`config.mk`:
```
export PLATFORM = sky130hd
export DESIGN_NAME = commit_retire
export DESIGN_NICKNAME = d
export VERILOG_FILES = /design/src/rtl/commit_retire.sv
export SDC_FILE = /design/constraint.sdc
export NUM_CORES = 1
export LEC_CHECK = 0
export BUFFER_PORTS_ARGS = -buffer_cell sky130_fd_sc_hd__buf_2
export CORE_AREA = 2 2 368 370
export DETAILED_ROUTE_END_ITERATION = 16
export DIE_AREA = 0 0 370 372
export GPL_ROUTABILITY_DRIVEN = 0
export GPL_TIMING_DRIVEN = 0
export PLACE_DENSITY = 0.33
export SLEW_MARGIN = 20
export SYNTH_ARGS = -nofsm -noshare
export SYNTH_HDL_FRONTEND = slang
export SYNTH_SLANG_ARGS = --single-unit
```
`constraint.sdc`:
```
create_clock -name clk_i -period 3 [get_ports clk_i]
set_input_delay 0.9 -clock clk_i [delete_from_list [all_inputs] [get_ports clk_i]]
set_output_delay 0.9 -clock clk_i [all_outputs]
set_load 0.1 [all_outputs]
```
`src/rtl/commit_retire.sv`:
```
// commit_retire: in-order retirement of the scoreboard commit window.
// Retires up to two head entries per cycle, raises precise exceptions and
// sequences store release, CSR access, FENCE and AMO handshakes.
// Optional feature: define COMMIT_INSTRET_CNT_EN to add the 64-bit
// instret_cnt_o running count of retired instructions.

package commit_retire_pkg;
   localparam int XLEN = 64;

   typedef enum logic [2:0] {
      FU_NONE, FU_ALU, FU_LOAD, FU_STORE, FU_CSR, FU_FPU, FU_BRANCH
   } fu_t;

   typedef enum logic [3:0] {
      OP_ADD, OP_SUB, OP_LD, OP_SD, OP_CSRRW, OP_FENCE, OP_FENCE_I,
      OP_SFENCE_VMA, OP_AMO_SWAP, OP_AMO_ADD, OP_FADD, OP_FLD, OP_BEQ
   } op_t;

   typedef struct packed {
      logic [XLEN-1:0] cause;
      logic [XLEN-1:0] tval;
      logic            valid;
   } exception_t;

   typedef struct packed {
      logic            valid;
      fu_t             fu;
      op_t             op;
      logic [4:0]      rd;
      logic [XLEN-1:0] result;
      exception_t      ex;
   } scoreboard_entry_t;

   function automatic logic is_rd_fpr(input op_t op);
      return (op == OP_FADD) || (op == OP_FLD);
   endfunction

   function automatic logic is_fence(input op_t op);
      return (op == OP_FENCE) || (op == OP_FENCE_I) || (op == OP_SFENCE_VMA);
   endfunction

   function automatic logic is_amo(input op_t op);
      return (op == OP_AMO_SWAP) || (op == OP_AMO_ADD);
   endfunction
endpackage

module commit_retire
   import commit_retire_pkg::*;
#(
   parameter int unsigned NR_COMMIT_PORTS = 2
) (
   input  logic                                   clk_i,
   input  logic                                   rst_ni,
   input  logic                                   halt_i,
   input  scoreboard_entry_t [NR_COMMIT_PORTS-1:0] commit_instr_i,
   output logic [NR_COMMIT_PORTS-1:0]             commit_ack_o,
   output logic [NR_COMMIT_PORTS-1:0][4:0]        waddr_o,
   output logic [NR_COMMIT_PORTS-1:0][XLEN-1:0]   wdata_o,
   output logic [NR_COMMIT_PORTS-1:0]             we_gpr_o,
   output logic [NR_COMMIT_PORTS-1:0]             we_fpr_o,
   output exception_t                             exception_o,
   output logic                                   commit_lsu_o,
   input  logic                                   commit_lsu_ready_i,
   output logic                                   csr_commit_o,
   input  logic [XLEN-1:0]                        csr_rdata_i,
   input  exception_t                             csr_exception_i,
   output logic                                   fence_req_o,
   input  logic                                   fence_done_i,
   output logic                                   amo_req_o,
   input  logic                                   amo_resp_i,
   input  logic [XLEN-1:0]                        amo_result_i,
   output logic                                   flush_commit_o,
   output logic [1:0]                             instret_o
`ifdef COMMIT_INSTRET_CNT_EN
   ,
   output logic [63:0]                            instret_cnt_o
`endif
);

   localparam logic [1:0] IDLE       = 2'd0;
   localparam logic [1:0] WAIT_FENCE = 2'd1;
   localparam logic [1:0] WAIT_AMO   = 2'd2;

   logic [1:0]        state_p1, state_d;
   logic              flush_p1, flush_d;
   logic              ok0, ok1, pair_ok;
   scoreboard_entry_t e0, e1;
   logic              unused_fields;

   assign e0 = commit_instr_i[0];
   assign e1 = commit_instr_i[1];
   // Port 1 exceptions are never reported, so their payload is not consumed.
   assign unused_fields = ^{e1.ex.cause, e1.ex.tval};

   // Retirement decision, register writes and handshake requests.
   // Everything is held at zero while reset is asserted.
   always_comb begin
      commit_ack_o = '0;
      waddr_o      = '0;
      wdata_o      = '0;
      we_gpr_o     = '0;
      we_fpr_o     = '0;
      exception_o  = '0;
      commit_lsu_o = 1'b0;
      csr_commit_o = 1'b0;
      fence_req_o  = 1'b0;
      amo_req_o    = 1'b0;
      state_d      = state_p1;
      flush_d      = 1'b0;
      ok0          = 1'b0;
      ok1          = 1'b0;
      pair_ok      = 1'b0;
      if (rst_ni) begin
         waddr_o[0] = e0.rd;
         waddr_o[1] = e1.rd;
         wdata_o[0] = e0.result;
         wdata_o[1] = e1.result;
         case (state_p1)
            IDLE: begin
               if (e0.valid && !halt_i) begin
                  if (e0.ex.valid) begin
                     commit_ack_o[0] = 1'b1;
                     exception_o     = e0.ex;
                  end else if (is_fence(e0.op)) begin
                     fence_req_o = 1'b1;
                     state_d     = WAIT_FENCE;
                  end else if (is_amo(e0.op)) begin
                     amo_req_o = 1'b1;
                     state_d   = WAIT_AMO;
                  end else if (e0.fu == FU_CSR) begin
                     csr_commit_o    = 1'b1;
                     wdata_o[0]      = csr_rdata_i;
                     commit_ack_o[0] = 1'b1;
                     flush_d         = 1'b1;
                     if (csr_exception_i.valid) exception_o = csr_exception_i;
                     else                       ok0         = 1'b1;
                  end else if (e0.fu == FU_STORE) begin
                     if (commit_lsu_ready_i) begin
                        commit_ack_o[0] = 1'b1;
                        commit_lsu_o    = 1'b1;
                        ok0             = 1'b1;
                        pair_ok         = 1'b1;
                     end
                  end else begin
                     commit_ack_o[0] = 1'b1;
                     ok0             = 1'b1;
                     pair_ok         = 1'b1;
                  end
               end
            end
            WAIT_FENCE: begin
               if (fence_done_i) begin
                  commit_ack_o[0] = 1'b1;
                  ok0             = 1'b1;
                  flush_d         = 1'b1;
                  state_d         = IDLE;
               end
            end
            WAIT_AMO: begin
               if (amo_resp_i) begin
                  commit_ack_o[0] = 1'b1;
                  wdata_o[0]      = amo_result_i;
                  ok0             = 1'b1;
                  flush_d         = 1'b1;
                  state_d         = IDLE;
               end
            end
            default: state_d = IDLE;
         endcase

         // Port 1 only rides along with a plain, non-exceptional port 0.
         if (pair_ok && e1.valid && !e1.ex.valid && (e1.fu != FU_STORE) &&
             (e1.fu != FU_CSR) && !is_fence(e1.op) && !is_amo(e1.op)) begin
            commit_ack_o[1] = 1'b1;
            ok1             = 1'b1;
         end

         we_fpr_o[0] = ok0 && is_rd_fpr(e0.op);
         we_gpr_o[0] = ok0 && !is_rd_fpr(e0.op) && (e0.rd != 5'd0);
         we_fpr_o[1] = ok1 && is_rd_fpr(e1.op);
         we_gpr_o[1] = ok1 && !is_rd_fpr(e1.op) && (e1.rd != 5'd0);
         // The younger instruction wins a same-register collision.
         if (we_gpr_o[0] && we_gpr_o[1] && (e0.rd == e1.rd)) we_gpr_o[0] = 1'b0;
         if (we_fpr_o[0] && we_fpr_o[1] && (e0.rd == e1.rd)) we_fpr_o[0] = 1'b0;
      end
      instret_o = {1'b0, ok0} + {1'b0, ok1};
   end

   // State and the one-cycle-delayed flush; reset abandons any pending wait.
   always_ff @(posedge clk_i or negedge rst_ni) begin
      if (!rst_ni) begin
         state_p1 <= IDLE;
         flush_p1 <= 1'b0;
      end else begin
         state_p1 <= state_d;
         flush_p1 <= flush_d;
      end
   end

   assign flush_commit_o = flush_p1;

`ifdef COMMIT_INSTRET_CNT_EN
   logic [63:0] instret_cnt_p1;

   // Free-running retired-instruction count, wraps modulo 2^64.
   always_ff @(posedge clk_i or negedge rst_ni) begin
      if (!rst_ni) instret_cnt_p1 <= '0;
      else         instret_cnt_p1 <= instret_cnt_p1 + 64'(instret_o);
   end

   assign instret_cnt_o = instret_cnt_p1;
`endif

endmodule
```
# After elaboration in Yosys (flattened, before gate mapping)
# Index checks and enable logic that the tools add are counted.
word_totals:
  reg_bits: 3
  input_bits: 675
  out_inout_bits: 280
  wordCells: 150
op_classes:
  addsub: 1
  n_eq_ne: 26
  mux: 86
  n_reduce_logical: 35
ops:
  columns: ["op", "count"]
  rows:
  - ["$mux 129", 8]
  - ["$mux 64", 6]
  - ["$mux 128", 1]
  - ["$pmux 64 s2", 1]
  - ["$mux 1", 56]
  - ["$eq 4x4->1 const B", 8]
  - ["$eq 4x3->1 const B", 6]
  - ["$mux 2", 9]
  - ["$logic_and 1x1->1", 17]
  - ["$mux 10", 1]
  - ["$reduce_bool 5->1", 2]
  - ["$pmux 1 s3", 3]
  - ["$logic_or 1x1->1", 8]
  - ["$ne 2x2->1 const B", 4]
  - ["$logic_not 1->1", 6]
  - ["$ne 3x3->1 const B", 2]
  - ["$pmux 2 s3", 1]
  - ["$reduce_and 6->1", 1]
  - ["$eq 5x5->1", 1]
  - ["$eq 3x2->1 const B", 1]
  - ["$eq 3x3->1 const B", 1]
  - ["$ne 3x2->1 const B", 1]
  - ["$add 1x1->2", 1]
  - ["$eq 2x1->1 const B", 1]
  - ["2 further kinds", 2]

# Depth between registers and ports, before layout
depth:
  depth_word: 23
  depth_mapped: 8
  ltp_nobuf: 6

# Worst setup path after synthesis
# No wires, ideal clock.
synth_path:
  kind: "input -> output"
  startpoint: "in commit_instr_i[0] (netlist bit)"
  endpoint: "out wdata_o[16] (netlist bit)"
  arrival_time_ns: 4.153
  setup_slack_ns: -2.053
  stages: 7
  path_buffers: 3
  cell_sequence: "buf_2 -> nor3b_4 -> o2111ai_2 -> buf_6 -> buf_6 -> mux2i_1 -> a221oi_1"
synth_rtl:
  columns: ["item", "line_no", "rtl"]
  rows:
  - ["from (decl)", "55", "input scoreboard_entry_t [NR_COMMIT_PORTS-1:0] commit_instr_i,"]
  - ["to (decl)", "58", "output logic [NR_COMMIT_PORTS-1:0][XLEN-1:0] wdata_o,"]

==> metrics.log <==
[metrics] synthesized area: 5535 µm²
[metrics] vias in the first global route: 11380
[metrics] sequential share of the synthesized area: 1.356%
[metrics] number of different library cells in the post-synthesis netlist: 49
[metrics] highest routed layer: met5
[metrics] unrepaired setup endpoints after global routing: true
[metrics] max-slew violations: 0
[metrics] dominant cells by area after synthesis: sky130_fd_sc_hd__mux2i_1, sky130_fd_sc_hd__nor2_1, sky130_fd_sc_hd__and2_1
[metrics] arrival time at the worst endpoint: between 2 and 3 ns
[metrics] sequential power share: under 10%
[metrics] met1 layer wirelength in the final routing: ~37 mm
[metrics] timing-limited maximum frequency: 0.2633 GHz
[metrics] count of state elements after synthesis: 3
[metrics] clock-pin slew on the worst setup and hold paths: 0.03 ns
[metrics] Final min period: 3.798 ns
[metrics] starting utilization of the core area: 4.122%
[metrics] Mapped Avg Cell Area: 6.269 µm²
[metrics] violated checks: negative setup slack
[metrics] Power per Cell Area: 190.3 nW/µm²
[metrics] clock network latency to the later pin of the worst-skew pair: about 0.22 ns
[metrics] worst vdd rail ir drop: roughly 0.13 mV
[metrics] total instance count after detailed placement: roughly 3500
[metrics] post-synth top area cell: sky130_fd_sc_hd__mux2i_1
[metrics] delay contributed by the slowest stage of the critical path: 0.27 ns
[metrics] number of DRC markers in iteration 0: approximately 470
[metrics] TritonCTS buffer count: 3
[metrics] total met2 wirelength after detailed routing: 47.94 mm
[metrics] net count of the mapped netlist: between 1500 and 2000
[metrics] antenna viol nets, final: 0
[metrics] post-detailed-placement cell area: roughly 14000 µm²
[metrics] CP Max Fanout: 7
[metrics] clk root buf: sky130_fd_sc_hd__clkbuf_16
[metrics] run status: complete, but fails checks
[metrics] Period Utilization, post-route: 126.6%
[metrics] Site Rows: 135
[metrics] fraction of post-synthesis cell area in the top cell type by area: 27.12%
[metrics] most frequently used cell type in the post-synthesis netlist: sky130_fd_sc_hd__mux2i_1
[metrics] setup TNS: -129.42 ns
[metrics] multiplexer share of the synthesized area: 27.12%
[metrics] Nets: 2472
[metrics] die height: 372 µm
[metrics] quantity of I/O buffers inserted on ports: 824
[metrics] max-slew headroom at the worst pin: about a quarter
[metrics] slowest stage cell, crit path: sky130_fd_sc_hd__o2111ai_4
[metrics] number of H-tree branching levels: 1
[metrics] post-synthesis adder-cell area fraction: 0.2260%
[metrics] vias per std cell: 3.147
[metrics] main combinational cell family by area after synthesis: simple AND/OR/NAND/NOR gates
[metrics] total via count after detailed routing: 11350
[metrics] number of inserted filler cells in the final layout: 15180
[metrics] detailed-route wire length per cell: 27.64 µm
[metrics] antenna violations before repair: 102
[metrics] Internal Power: between 0.0015 and 0.002 W
[metrics] most numerous cell on the critical path: sky130_fd_sc_hd__buf_12
[metrics] simple-gate share of the synthesized area: roughly 30%
[metrics] proportion of layout cells with a drive suffix above 1: between 70% and 80%
[metrics] combinational cell fraction of total power: 93.6%
[metrics] total power consumption of the routed design: 0.003929 W
[metrics] CP endpoint kind: output port
[metrics] Post-Syn Instances: 883
[metrics] critical path type: in2out
[metrics] area grow syn2layout: 272.9%
[metrics] type of the tightest min-delay check: in2async
[metrics] worst hold slack across all endpoints: 0.4851 ns
[metrics] area occupied by multi-input gates: 7838 µm²
[metrics] sequential cell area: between 70 and 80 µm²
[metrics] xor/xnor cell area share of the yosys netlist: 0.7911%
[metrics] warnings from Yosys: 0
[metrics] number of failing hold endpoints at the final stage: 0
[metrics] detailed-router iteration count before antenna repair: 4
[metrics] net switching fraction of the power: between 60 and 70%
[metrics] relative contribution of the clock network to total power: 5.4%
[metrics] minimum setup slack among reg-to-reg paths: 0.77 ns
[metrics] number of flops mapped to enable cells by yosys: 0
[metrics] critical path launch point type: input port
[metrics] compound-cell area share of the yosys netlist: 29.52%
[metrics] leakage power of the design: 8.281 nW
[metrics] final setup violating endpoints: ~200
[metrics] startpoint of the lowest-slack register-to-register path: state_p1[1]
[metrics] critical path cell sequence: buf_12 -> nor3b_4 -> buf_12 -> o2111ai_4 -> buf_12 -> buf_12 -> buf_12 -> mux2i_4 -> a221oi_4 -> buf_12
[metrics] Total Routed Length: 99.68 mm
[metrics] Post-synth ARST share: between 90% and 100%
[metrics] All-Layer GR Usage: between 10% and 20%
[metrics] DP HPWL: 88.08 mm
[metrics] number of cells in the finished layout apart from fillers: 3606
[metrics] post-route cell area: 20640 µm²
[metrics] first-pass GRT wire length: 121.3 mm
[metrics] clock sink count: 3
[metrics] Top-Level Pins: 955
[metrics] pin count of the biggest net entering global routing: 11
[metrics] DRC Markers: 0
[metrics] met3 WL: between 10 and 15 mm
[metrics] Worst R2R End: state_p1[1]
[metrics] logic depth of the worst register-to-register path: 4
[metrics] die width: 370 µm
[metrics] critical path data required time: 2.10 ns
[metrics] Final Worst Setup Slack: -0.7975 ns
[metrics] Overflow after GRT: 0
[metrics] Clock Tree Buf Depth: 2
[metrics] launch point of the critical path: commit_instr_i[0]
[metrics] max-capacitance violation count: 0
[metrics] switching power of the nets: ~0.0024 W
[metrics] transition time of the tightest slew-check pin: 1.112 ns
[metrics] Placeable Area: between 100000 and 150000 µm²
[metrics] setup clock skew after layout: 0.001984 ns
[metrics] CTS tree: yes
[metrics] top_reg_cell synth: sky130_fd_sc_hd__dfrtp_1
[metrics] total die area: 137600 µm²
[metrics] ranking of synthesized cells by instance count: sky130_fd_sc_hd__mux2i_1, sky130_fd_sc_hd__nor2_1, sky130_fd_sc_hd__and2_1
-- worst max-delay path by stage --
stage                     slack [ns]               to  cells after the start
after floorplan                -0.97  exception_o[19]                      7
after global placement         -2.77      wdata_o[63]                      6
after detailed placement       -1.79      wdata_o[63]                      6
after CTS                      -0.77      wdata_o[20]                      9
after global routing           -0.83      wdata_o[20]                      9
final                          -0.80      wdata_o[59]                     10
-- cells in the final DEF, fill, tap and decap left out, types with 34 or more instances in the layout --
master	instances
sky130_fd_sc_hd__nand2_1	49
sky130_fd_sc_hd__o22ai_4	42
sky130_fd_sc_hd__buf_6	50
sky130_fd_sc_hd__buf_4	40
sky130_fd_sc_hd__a22oi_1	42
sky130_fd_sc_hd__o21ai_0	67
sky130_fd_sc_hd__buf_2	549
sky130_fd_sc_hd__buf_12	275
sky130_fd_sc_hd__a21oi_2	37
sky130_fd_sc_hd__mux2i_1	130
sky130_fd_sc_hd__nor2_4	133
sky130_fd_sc_hd__nor3b_4	34
sky130_fd_sc_hd__inv_1	46
sky130_fd_sc_hd__and2_2	67
-- per-layer routing --
metal	global-route usage [%]	up-vias
met1	15.27	5322
met3	6.784	190
met4	2.392	74
met2	22.98	713
li1	-	5049
met5	0	-
-- power groups by stage --
stage               Clock, W  Sequential (W)  Combinational [W]
finish              0.000211       0.0000423            0.00368
global route        0.000221       0.0000424            0.00382
CTS                 0.000215       0.0000423            0.00365
detailed placement         0       0.0000427            0.00293
global placement           0       0.0000427            0.00292
floorplan                  0       0.0000450            0.00194
-- critical path: cells and delay by family --
family          cells  cell delay (ns)
mux                 1             0.18
buf+inv             6             1.01
compound gates      2             0.54
simple gates        1             0.23
-- kinds of logic (layout without fill, tap and decap cells) --
kind of cell	after synthesis	after routing
AOI/OAI and AO/OA	255	255
xor gates and xnor gates	5	5
adders and majority gates	1	1
and+or+nand+nor	324	324
DFF	3	3
other	0	30
buffers and inverters	145	1057
muxes	150	150
-- registers in the layout, summed over array words and instances (netlist names) --
signal          flops
flush_commit_o      1
state_p1            2
-- per-stage QoR --
stage,util [%],setup slack [ns]
CTS,14.87,-0.7694
global placement,10.37,-2.768
detailed placement,10.41,-1.792
global route,15.34,-0.8259
floorplan,-,-0.9711
finish,15.37,-0.7975
-- cell type report --
class / instances / share of cell area (%)
Antenna cell: 30 / 0.3637
Buffer: 86 / 3.679
Multi-Input combinational cell: 735 / 37.97
Timing Repair Buffer: 918 / 45.51
Clock buffer: 4 / 0.3819
Tap cell: 1781 / 10.80
Inverter: 49 / 0.9334
Sequential cell: 3 / 0.3637
-- what timing repair did --
item,in CTS,in global routing
cloned,15,3
hold buffers,0,0
resized for setup,1320,190
pin swaps,147,75
endpoints found under the setup margin,281,246
buffers inserted,58,31
No activity file was read; power rests on OpenSTA's default activity.
